`config.mk`:
```
export PLATFORM = sky130hd
export DESIGN_NAME = link_tx_ctrl_flat
export DESIGN_NICKNAME = d
export VERILOG_FILES = /design/src/rtl/link_tx_ctrl_if.sv /design/src/rtl/link_tx_ctrl.sv /design/src/flat_wrapper.sv
export SDC_FILE = /design/constraint.sdc
export NUM_CORES = 1
export LEC_CHECK = 0
export CAP_MARGIN = 20
export CORE_ASPECT_RATIO = 0.5
export CORE_MARGIN = 5
export CORE_UTILIZATION = 58
export CTS_CLUSTER_SIZE = 25
export DETAILED_ROUTE_END_ITERATION = 12
export GPL_TIMING_DRIVEN = 1
export PLACE_DENSITY = 0.86
export RECOVER_POWER = 50
export SLEW_MARGIN = 40
export SYNTH_ARGS = -nofsm -noshare
export SYNTH_HDL_FRONTEND = slang
export SYNTH_SLANG_ARGS = --single-unit
```
`constraint.sdc`:
```
create_clock -name clk160 -period 6.4 [get_ports clk160]
set_input_delay 1.28 -clock clk160 [delete_from_list [all_inputs] [get_ports clk160]]
set_output_delay 1.28 -clock clk160 [all_outputs]
set_load 0.02 [all_outputs]
```
`src/rtl/link_tx_ctrl_if.sv`:
```
// User-side word handshake into the link transmitter.
// Ports: data_in (8b user word), data_valid (word present), data_ready (word taken this cycle).
// master = user logic supplying words, slave = link_tx_ctrl consuming them.
interface link_tx_ctrl_if;
   logic [7:0] data_in;
   logic       data_valid;
   logic       data_ready;

   modport master (output data_in, output data_valid, input data_ready);
   modport slave  (input data_in, input data_valid, output data_ready);
endinterface

```
`src/rtl/link_tx_ctrl.sv`:
```
// Link transmit controller: OFF/TRAIN/DATA/PRBS sequencing, PRBS7 generator, error injection, counters.
// Latency: D_OUT is registered; an accepted user word appears on D_OUT the cycle after acceptance.
// Backpressure: data_ready is high only in DATA when no state change is taken that cycle; never stalls otherwise.
// Ports: clk160/rstb clock and async active-low reset; tx_enable, train_req, prbs_mode, align_done control;
//        tx_if user word handshake; inject_err, reset_counters; D_OUT, link_state, tx_word_count, err_inj_count.
module link_tx_ctrl #(
   parameter logic [7:0]  TRAIN_WORD = 8'hAA,
   parameter logic [7:0]  IDLE_WORD  = 8'h3C,
   parameter logic [15:0] TRAIN_MIN  = 16'd64
) (
   input  logic                 clk160,
   input  logic                 rstb,
   input  logic                 tx_enable,
   input  logic                 train_req,
   input  logic                 prbs_mode,
   input  logic                 align_done,
   link_tx_ctrl_if.slave        tx_if,
   input  logic                 inject_err,
   input  logic                 reset_counters,
   output logic [7:0]           D_OUT,
   output logic [1:0]           link_state,
   output logic [31:0]          tx_word_count,
   output logic [15:0]          err_inj_count
);

   typedef enum logic [1:0] {
      ST_OFF   = 2'd0,
      ST_TRAIN = 2'd1,
      ST_DATA  = 2'd2,
      ST_PRBS  = 2'd3
   } state_t;

   state_t      state_q, state_d;
   logic [7:0]  dout_q, dout_d;
   logic [15:0] train_cnt_q, train_cnt_d, train_cnt_inc;
   logic [6:0]  prbs_q, prbs_d, prbs_s;
   logic [7:0]  prbs_word;
   logic        armed_q, armed_d;
   logic        inj_prev_q;
   logic [1:0]  align_sync_q;
   logic        align_s;
   logic [31:0] tx_cnt_q, tx_cnt_d;
   logic [15:0] err_cnt_q, err_cnt_d;
   logic        data_ready;
   logic        accept;
   logic        inj_edge;
   logic        inj_fire;
   logic [7:0]  word_sel;

   assign align_s = align_sync_q[1];

   // The train counter value includes the word currently on D_OUT, so exit
   // happens after exactly TRAIN_MIN training words when aligned.
   assign train_cnt_inc = (train_cnt_q == 16'hFFFF) ? train_cnt_q : train_cnt_q + 16'd1;

   always_comb begin
      state_d = state_q;
      if (!tx_enable) begin
         state_d = ST_OFF;
      end else begin
         case (state_q)
            ST_OFF:   state_d = ST_TRAIN;
            ST_TRAIN: if ((train_cnt_inc >= TRAIN_MIN) && align_s && !train_req)
                         state_d = prbs_mode ? ST_PRBS : ST_DATA;
            default:  state_d = train_req ? ST_TRAIN : (prbs_mode ? ST_PRBS : ST_DATA);
         endcase
      end
   end

   assign data_ready       = (state_q == ST_DATA) && (state_d == ST_DATA);
   assign tx_if.data_ready = data_ready;
   assign accept           = tx_if.data_valid && data_ready;

   // Generator restarts from the all-ones seed whenever PRBS is (re)entered.
   always_comb begin
      prbs_s    = (state_q == ST_PRBS) ? prbs_q : 7'h7F;
      prbs_word = 8'h00;
      for (int k = 0; k < 8; k++) begin
         prbs_word[k] = prbs_s[6] ^ prbs_s[5];
         prbs_s       = {prbs_s[5:0], prbs_word[k]};
      end
   end

   // A flag already armed absorbs any further edge until it has been spent on a word.
   assign inj_edge = inject_err && !inj_prev_q && (state_q != ST_OFF);
   assign inj_fire = armed_q && (state_d != ST_OFF);
   assign armed_d  = armed_q ? !inj_fire : inj_edge;

   always_comb begin
      case (state_d)
         ST_OFF:   word_sel = 8'h00;
         ST_TRAIN: word_sel = TRAIN_WORD;
         ST_DATA:  word_sel = accept ? tx_if.data_in : IDLE_WORD;
         default:  word_sel = prbs_word;
      endcase
      dout_d      = word_sel ^ {7'd0, inj_fire};
      prbs_d      = (state_d == ST_PRBS) ? prbs_s : prbs_q;
      train_cnt_d = (state_q == ST_TRAIN) ? train_cnt_inc : 16'd0;

      tx_cnt_d = tx_cnt_q;
      if (reset_counters)
         tx_cnt_d = 32'd0;
      else if ((accept || (state_d == ST_PRBS)) && (tx_cnt_q != 32'hFFFF_FFFF))
         tx_cnt_d = tx_cnt_q + 32'd1;

      err_cnt_d = err_cnt_q;
      if (reset_counters)
         err_cnt_d = 16'd0;
      else if (inj_fire && (err_cnt_q != 16'hFFFF))
         err_cnt_d = err_cnt_q + 16'd1;
   end

   always_ff @(posedge clk160 or negedge rstb) begin
      if (!rstb) begin
         state_q      <= ST_OFF;
         dout_q       <= 8'h00;
         train_cnt_q  <= 16'd0;
         prbs_q       <= 7'h7F;
         armed_q      <= 1'b0;
         inj_prev_q   <= 1'b0;
         align_sync_q <= 2'b00;
         tx_cnt_q     <= 32'd0;
         err_cnt_q    <= 16'd0;
      end else begin
         state_q      <= state_d;
         dout_q       <= dout_d;
         train_cnt_q  <= train_cnt_d;
         prbs_q       <= prbs_d;
         armed_q      <= armed_d;
         inj_prev_q   <= inject_err;
         align_sync_q <= {align_sync_q[0], align_done};
         tx_cnt_q     <= tx_cnt_d;
         err_cnt_q    <= err_cnt_d;
      end
   end

   assign D_OUT         = dout_q;
   assign link_state    = state_q;
   assign tx_word_count = tx_cnt_q;
   assign err_inj_count = err_cnt_q;

endmodule

```
`src/flat_wrapper.sv`:
```
// flat-port wrapper written by rule: the top's interface ports become plain ports
module link_tx_ctrl_flat 
#(
   parameter logic [7:0]  TRAIN_WORD = 8'hAA,
   parameter logic [7:0]  IDLE_WORD  = 8'h3C,
   parameter logic [15:0] TRAIN_MIN  = 16'd64
)
  (clk160, rstb, tx_enable, train_req, prbs_mode, align_done, inject_err, reset_counters, D_OUT, link_state, tx_word_count, err_inj_count, tx_if_data_in, tx_if_data_valid, tx_if_data_ready);
  link_tx_ctrl_if tx_if_i ();
  input  logic clk160;
  input  logic rstb;
  input  logic tx_enable;
  input  logic train_req;
  input  logic prbs_mode;
  input  logic align_done;
  input  logic inject_err;
  input  logic reset_counters;
  output logic [7:0] D_OUT;
  output logic [1:0] link_state;
  output logic [31:0] tx_word_count;
  output logic [15:0] err_inj_count;
  input wire logic [$bits(tx_if_i.data_in)-1:0] tx_if_data_in;
  input wire logic [$bits(tx_if_i.data_valid)-1:0] tx_if_data_valid;
  output wire logic [$bits(tx_if_i.data_ready)-1:0] tx_if_data_ready;
  assign tx_if_i.data_in = tx_if_data_in;
  assign tx_if_i.data_valid = tx_if_data_valid;
  assign tx_if_data_ready = tx_if_i.data_ready;
  link_tx_ctrl #(.TRAIN_WORD(TRAIN_WORD), .IDLE_WORD(IDLE_WORD), .TRAIN_MIN(TRAIN_MIN)) u_core (.clk160(clk160), .rstb(rstb), .tx_enable(tx_enable), .train_req(train_req), .prbs_mode(prbs_mode), .align_done(align_done), .tx_if(tx_if_i), .inject_err(inject_err), .reset_counters(reset_counters), .D_OUT(D_OUT), .link_state(link_state), .tx_word_count(tx_word_count), .err_inj_count(err_inj_count));
endmodule
```
Word level (Yosys, flattened, before mapping)
Cells that the tools add are included.

Register bits after elaboration: 85. Latch bits: 0. Bits in writable memories: 0. Bits in read-only memories: 0. Bits of input ports: 17. Output and inout port bits: 59. Memories: 0.

$add $sub $neg: 3. Multipliers: 0. Div/mod/pow operators: 0. $lt $le $gt $ge: 1. Eq/ne operators: 9. Shift-type cells: 0. Mux-type cells: 15. Bitwise gates (word level): 9. Reductions and logical operators: 19.

Operators by type and width (number): 2-to-1 mux 16 bit (4); 2-to-1 mux 32 bit (2); adder 16 x 1 -> 16 bit, second input constant (2); adder 32 x 1 -> 32 bit, second input constant (1); inequality test 32 bit, second input constant (1); one-hot mux 8 bit (3 select lines) (1); equality test 16 bit, second input constant (1); greater-or-equal comparator 16 x 7 -> 1 bit, second input constant (1); inequality test 16 bit, second input constant (1); logical AND 1 bit (9); equality test 2 bit, second input constant (4); 2-to-1 mux 8 bit (1); nonzero test 2 bit (4); bitwise XOR 1 bit (8); bitwise XOR 8 x 1 -> 8 bit (1); 2-to-1 mux 7 bit (1); 2-to-1 mux 2 bit (3); equality test 2 x 1 -> 1 bit, second input constant (2); logical NOT 2 bit (2); one-hot mux 2 bit (2 select lines) (1); logical NOT 1 bit (3); 2-to-1 mux 1 bit (2); logical OR 1 bit (1).

Longest topological paths before layout
Gate-level depths: netlist (run 1).

Depth after elaboration: 15. Gate-level depth with buffers: 10. Mapped depth without buffers: 8.

Least setup slack after synthesis (run 1)
Ideal clock, no wire load.

Kind: in2out. Start: input tx_enable. End: output tx_if_data_ready. Data arrival time: 1.792 ns. Data required time: 5.120 ns. Setup slack: 3.328 ns. Stages: 3. Path buffers: 0. Cell sequence: inv_1 -> nor2_1 -> and3_1.

Cells in the longest elaborated chain, start to end: 3.

Ends and longest elaborated chain: start: declaration (line flat_wrapper.sv:12) `input logic tx_enable;`; 2-to-1 mux 2 bit (line link_tx_ctrl.sv:58) `if (!tx_enable) begin`; equality test 2 bit (line link_tx_ctrl.sv:70) `assign data_ready = (state_q == ST_DATA) && (state_d == ST_DATA);`; logical AND 1 bit (line link_tx_ctrl.sv:70); end: declaration (line flat_wrapper.sv:24) `output wire logic [$bits(tx_if_i.data_ready)-1:0] tx_if_data_ready;`.

Every way passes these cells.

Worst setup path in the final report (run 1)
Same ends and word-level chain as after synthesis.

==> results of run 1 <==
==> placed cells by master, fill, tap and decap left out, drive strengths merged, types with 5 or more instances in the layout <==
master	synthesis	routed
inv	10	10
clkdlybuf4s50	0	62
dlygate4sd3	0	11
mux2i	5	5
nand2	32	32
nor3	14	14
o31ai	8	8
dfrtp	78	78
nand3	28	28
nor2	62	62
o21ai	15	15
nand4	24	24
or4	9	9
mux2	15	15
dfstp	7	7
or3	9	9
xor2	14	14
and3	13	13
a21oi	31	31
nor4	15	15
nor2b	15	15
a21o	5	5
xnor2	16	16
clkbuf	21	17
and4	5	5
==> stage by stage <==
step | worst slack [ps] | utilization, %
6_report | 2110 | 72.4
5_1_grt | 2060 | 72.4
4_1_cts | 2130 | 72.6
3_5_place_dp | 2130 | 68.9
3_3_place_gp | 2180 | 68.8
2_1_floorplan | 3330 | -
==> registers in the layout (all words and copies together), names as in the netlist <==
name / flops
u_core.err_inj_count: 16
u_core.armed_q: 1
u_core.link_state: 2
u_core.inj_prev_q: 1
u_core.D_OUT: 8
u_core.train_cnt_q: 16
u_core.align_sync_q: 2
u_core.tx_word_count: 32
u_core.prbs_q: 7
==> cells by family (layout without fill, tap and decap cells) <==
logic type      Yosys count  count (layout)  share of synthesized area [%]
mux                      20              20                           4.73
buf+inv                  36             103                           3.19
fa+ha+maj                 3               3                          0.810
simple gates            242             242                           28.4
flops                    85              85                           46.1
xor+xnor                 30              30                           5.67
compound gates           81              81                           11.1
==> worst reg2reg max path, cell delays in order, from the launching register on <==
cell      delay [ps]
dfrtp_1          410
ha_1             230
nand3_1          180
nor4_1           610
and4b_1          280
o311ai_2         420
nor3_4            70
buf_4            280
or4_1            690
a21o_1           250
==> how the worst max path moves through the flow <==
stage / from / to / slack, ps / cells past startpoint
after floorplan: tx_enable / tx_if_data_ready / 3330 / 3
after global placement: tx_enable / tx_if_data_ready / 2180 / 5
after detailed placement: tx_enable / tx_if_data_ready / 2130 / 5
after CTS: tx_enable / tx_if_data_ready / 2130 / 5
after global routing: tx_enable / tx_if_data_ready / 2060 / 5
final: tx_enable / tx_if_data_ready / 2110 / 5
==> cell usage after synthesis (all sizes together), types with 3 or more instances <==
master	number	area, µm²
or4	9	67.6
a21o	5	37.5
mux2	15	169
nand4	24	171
buf	5	31.3
mux2i	5	50.1
dfstp	7	184
o21ai	15	75.1
nor3	14	75.1
xnor2	16	140
and2	3	18.8
xor2	14	123
and3	13	81.3
nor2b	15	93.8
inv	10	37.5
nand2	32	120
and4	5	43.8
nand3	28	140
dfrtp	78	1950
nor4	15	115
ha	3	37.5
or3	9	56.3
nand2b	4	25.0
a21oi	31	155
or2	3	18.8
clkbuf	21	78.8
nor2	62	233
o31ai	8	60.1
o22ai	4	25.0
==> per-layer routing <==
layer | part of all wire [%] | global-route usage [%] | up-vias
met5 | 0 | 0 | -
met4 | 1.7 | 8.16 | 0
met3 | 4.7 | 5.58 | 15
met2 | 51 | 38.5 | 91
met1 | 43 | 27.9 | 1948
li1 | - | - | 1927
==> power by group <==
part,switching [mW],internal [mW]
registers,0.0157,0.552
clock network,0.200,0.306
logic,0.0428,0.0277
==> area by class of cell <==
type,count,area [µm²]
Inverter,10,37.5
Fill cell,594,2180
Sequential cell,85,2140
Clock buffer,16,292
Timing Repair Buffer,77,761
Multi-Input combinational cell,376,2340
Tap cell,112,140
==> impl_metrics.ini, run 1 <==
[sta]
fmax_ghz = 0.233
drv_slew = 0
finalCriticalPeriod_ps = 4290
relSlewSlack_pct = 54.4
hold_viol = 0
post-route-period-util_pct = 67.0
tns_ps = 0
worstMarginPinSlew_ps = 685
finalSetupViolations = 0
fin_worst_skew_ps = 4.59
rsz0062_at_grt = no
holdWs_ps = 349

[critical_path]
critPathSlowestCell = clkdlybuf4s50_1
critPathMaxStageDelay_ps = 630
cp-start-kind = input pin
worstPathCellList = clkdlybuf4s50_1 -> inv_1 -> nor2_1 -> and3_1 -> clkdlybuf4s50_1
crit_top_cell = clkdlybuf4s50_1
reg2regPathDepth = 9
critPathMaxFanout = 5
crit_family = buffers and inverters
crit_buf_inv = 3
criticalPathCategory = in -> out
reg2reg_to = u_core.prbs_q[4]$_DFFE_PN1N_
worstSetupEndpointType = output pin
crit_arrival_ps = 3010
worstPathRequired_ps = 5120
r2r-start = u_core.train_cnt_q[0]$_DFF_PN0_
r2r_slack_ps = 2920

[cts]
root_buffer = clkbuf_16
holdBufCountCts = 0
numCtsBuffers = 9
clock_latency_ps = 340
path_clk_slew_ps = 60
cts.sinks = 85
htreeDepth = 3
clk_path_buf_depth = 2
cts_tree = built
cts_setup_buffers = 0
ctsResizeCount = 0

[placed_design]
dp_hpwl_um = 7150
placed_cells = 660
finalWeightedCongestion = 0.864
place_area_um2 = 5430
io_buffers = 75

[pwr]
power_mw = 1.14
pwr_density_cell_nw_per_um2 = 200
power_leakage_nw = 2.34
ir_worst_vdd_uv = 129

[finish]
syn2layout_area_growth_pct = 23.2
nets = 579
stdcell_count = 676
final_cell_area_um2 = 5710
layout-drive-gt1-share_pct = 8.69
diodes = 0

[logic_synthesis]
avgSynthCellArea_um2 = 9.32
ys.flop_type = dfrtp_1
ys_seq_area_share_pct = 46.1
postSynthCellCount = 497
ys_types = 53
ys_ff_latch = 85
yosysWarnings = 0
syn_area_um2 = 4630
synthArstFlopShare_pct = 100
syn_nets = 517
synth_edf_count = 0

[routing]
post_drt_wl_per_cell_um = 15.8
drcViolationCount = 0
drtAntennaViolNets = 0
num_vias = 3981
routed_via_density = 5.89
first_iter_violations = 350
routed_wl_um = 10700
dr.pass1.iters = 6

[min_path]
min_path_type = reg -> reg
min_path_cells = 0
hold_path_startpoint = u_core.align_sync_q[0]$_DFF_PN0_
holdPathEnd = u_core.align_sync_q[1]$_DFF_PN0_

[global_routing]
grt_overflow = 0
grt_pass1_wl_um = 17600
grt_pass1_vias = 3617
grt_max_degree = 77
gr-usage-all-layers_pct = 22.4
antenna_found_initial = 0

[floorplanning]
rows = 23
core_um2 = 7890
dieArea_um2 = 9980
die_w_um = 136
boundaryPins = 76
die_h_um = 73.2
start_util_pct = 58.8

[run_status]
status = completed

[job]
cap_violations = 0
(Power assumes the default switching activity.)
==> inputs of run 2 (changes only) <==
--- a/config.mk
+++ b/config.mk
@@ -8,11 +8,11 @@
 export CAP_MARGIN = 20
 export CORE_ASPECT_RATIO = 0.5
 export CORE_MARGIN = 5
-export CORE_UTILIZATION = 58
+export CORE_UTILIZATION = 54
 export CTS_CLUSTER_SIZE = 25
 export DETAILED_ROUTE_END_ITERATION = 12
 export GPL_TIMING_DRIVEN = 1
-export PLACE_DENSITY = 0.86
+export PLACE_DENSITY = 0.81
 export RECOVER_POWER = 50
 export SLEW_MARGIN = 40
 export SYNTH_ARGS = -nofsm -noshare
==> constraint.sdc (replaced) <==
create_clock -name clk160 -period 4.2 [get_ports clk160]
set_input_delay 0.84 -clock clk160 [delete_from_list [all_inputs] [get_ports clk160]]
set_output_delay 0.84 -clock clk160 [all_outputs]
set_load 0.02 [all_outputs]
==> run 2 against run 1 <==
Compared with the run above: the flow now finishes with violations (max-capacitance violations, max-slew violations); combinational power up 51%; worst hold slack better by 12 ps; via count decreased by 2.2%; non-clock buffer count up 1; first-iteration DRC count increased by 12%; utilization fell by 2.7 points; total power rose by 52%; worst setup slack worse by 1400 ps; clock power rose by 51%.
==> impl_metrics.ini, run 2 (synthesized netlist as in run 1, its figures left out) <==
[sta]
tns_ps = 0
finalCriticalPeriod_ps = 3510
worstMarginPinSlew_ps = 1730
rsz0062_at_grt = no
drv_slew = 74
fmax_ghz = 0.285
fin_worst_skew_ps = 9.32
post-route-period-util_pct = 83.6
finalWorstSetupSlack_ps = 688
relSlewSlack_pct = -15.6
hold_viol = 0
finalSetupViolations = 0

[cts]
cts.sinks = 85
htreeDepth = 3
holdBufCountCts = 0
cts_setup_buffers = 0
ctsResizeCount = 0
clock_latency_ps = 340
numCtsBuffers = 9
path_clk_slew_ps = 60
cts_tree = built
clk_path_buf_depth = 2
root_buffer = clkbuf_16

[floorplanning]
boundaryPins = 76
dieArea_um2 = 10600
die_h_um = 75.5
rows = 23
core_um2 = 8170
die_w_um = 141
start_util_pct = 56.7

[routing]
routed_via_density = 5.75
routed_wl_um = 10400
drtAntennaViolNets = 0
post_drt_wl_per_cell_um = 15.3
num_vias = 3894
dr.pass1.iters = 4
drcViolationCount = 0
first_iter_violations = 391

[global_routing]
grt_pass1_wl_um = 17700
antenna_found_initial = 0
use_met3_pct = 5.83
gr-usage-all-layers_pct = 20.9
grt_use_met2_pct = 35.5
grt_max_degree = 74
busiest_layer = met2
use_met1_pct = 26.9
grt_pass1_vias = 3708
grt_overflow = 0

[min_path]
min_path_cells = 0
min_path_type = reg -> reg

[finish]
final_common_cell = dfrtp_1
nets = 580
final_cell_mix = dfrtp_1 (78), nor2_1 (62), clkdlybuf4s50_1 (61), nand2_1 (32), a21oi_1 (31)
layout-drive-gt1-share_pct = 8.67
largest_reg_flops = 32
final_cell_area_um2 = 5690
final_util_pct = 69.7
diodes = 0
syn2layout_area_growth_pct = 22.9

[critical_path]
critPathMaxFanout = 50
cp-start-kind = flip-flop
reg2reg_to = u_core.prbs_q[0]$_DFFE_PN1N_
endpoint = u_core.prbs_q[0]$_DFFE_PN1N_
startpoint = u_core.train_cnt_q[0]$_DFF_PN0_
criticalPathCategory = reg -> reg
reg2regPathDepth = 9
worstSetupEndpointType = flip-flop
r2r-start = u_core.train_cnt_q[0]$_DFF_PN0_
r2r_slack_ps = 690
worstPathRequired_ps = 4460
crit_arrival_ps = 3770

[placed_design]
place_ws_ps = 844
place_area_um2 = 5440
finalWeightedCongestion = 0.857
io_buffers = 75
dp_hpwl_um = 7210

[run_status]
violations = max-capacitance violations, max-slew violations
status = finished, violations left

[job]
cap_violations = 1

[pwr]
pwr_density_cell_nw_per_um2 = 305
power_leakage_nw = 2.32
ir_worst_vdd_uv = 233
==> run 2: power breakdown <==
group | internal (mW) | switching [mW] | leakage, nW
clock network | 0.458 | 0.305 | 0.139
logic | 0.0417 | 0.0646 | 1.05
registers | 0.840 | 0.0245 | 1.13
total | 1.34 | 0.394 | 2.32
==> run 2: per-stage QoR <==
step           power (mW)  hold WS [ps]  cells
2_1_floorplan       0.932           331    497
3_3_place_gp        0.986           335    661
3_5_place_dp        0.991           347    661
4_1_cts              1.76           360    677
5_1_grt              1.81           363    677
6_report             1.73           362    677
==> run 2: worst max-delay path, cell delays in order (launching register included) <==
cell	delay (ps)
dfrtp_1	410
ha_1	220
nand3_1	180
nor4_1	640
and4b_1	290
o311ai_2	440
nor3_4	70
buf_4	280
or4_1	670
a21o_1	230
==> run 2: metal layers <==
metal	vias up	share of wire [%]
li1	1928	-
met1	1883	45
met2	71	50
met3	12	4.4
met4	0	1.1
met5	-	0
==> run 2: worst min-delay path by stage <==
stage,start,slack (ps),to
after global placement,u_core.align_sync_q[0]$_DFF_PN0_,340,u_core.align_sync_q[1]$_DFF_PN0_
after CTS,u_core.align_sync_q[0]$_DFF_PN0_,360,u_core.align_sync_q[1]$_DFF_PN0_
after global routing,u_core.align_sync_q[0]$_DFF_PN0_,360,u_core.align_sync_q[1]$_DFF_PN0_
final,u_core.align_sync_q[0]$_DFF_PN0_,360,u_core.align_sync_q[1]$_DFF_PN0_
after floorplan,u_core.align_sync_q[0]$_DFF_PN0_,330,u_core.align_sync_q[1]$_DFF_PN0_
after detailed placement,u_core.align_sync_q[0]$_DFF_PN0_,350,u_core.align_sync_q[1]$_DFF_PN0_
==> run 2: layout make-up <==
class / count / area [µm²]
clock buffer: 11 / 233
clock inverter: 5 / 52.6
fill: 679 / 2480
inverter: 10 / 37.5
multi-input combinational: 376 / 2340
sequential: 85 / 2140
tap: 112 / 140
timing repair buffer: 78 / 758
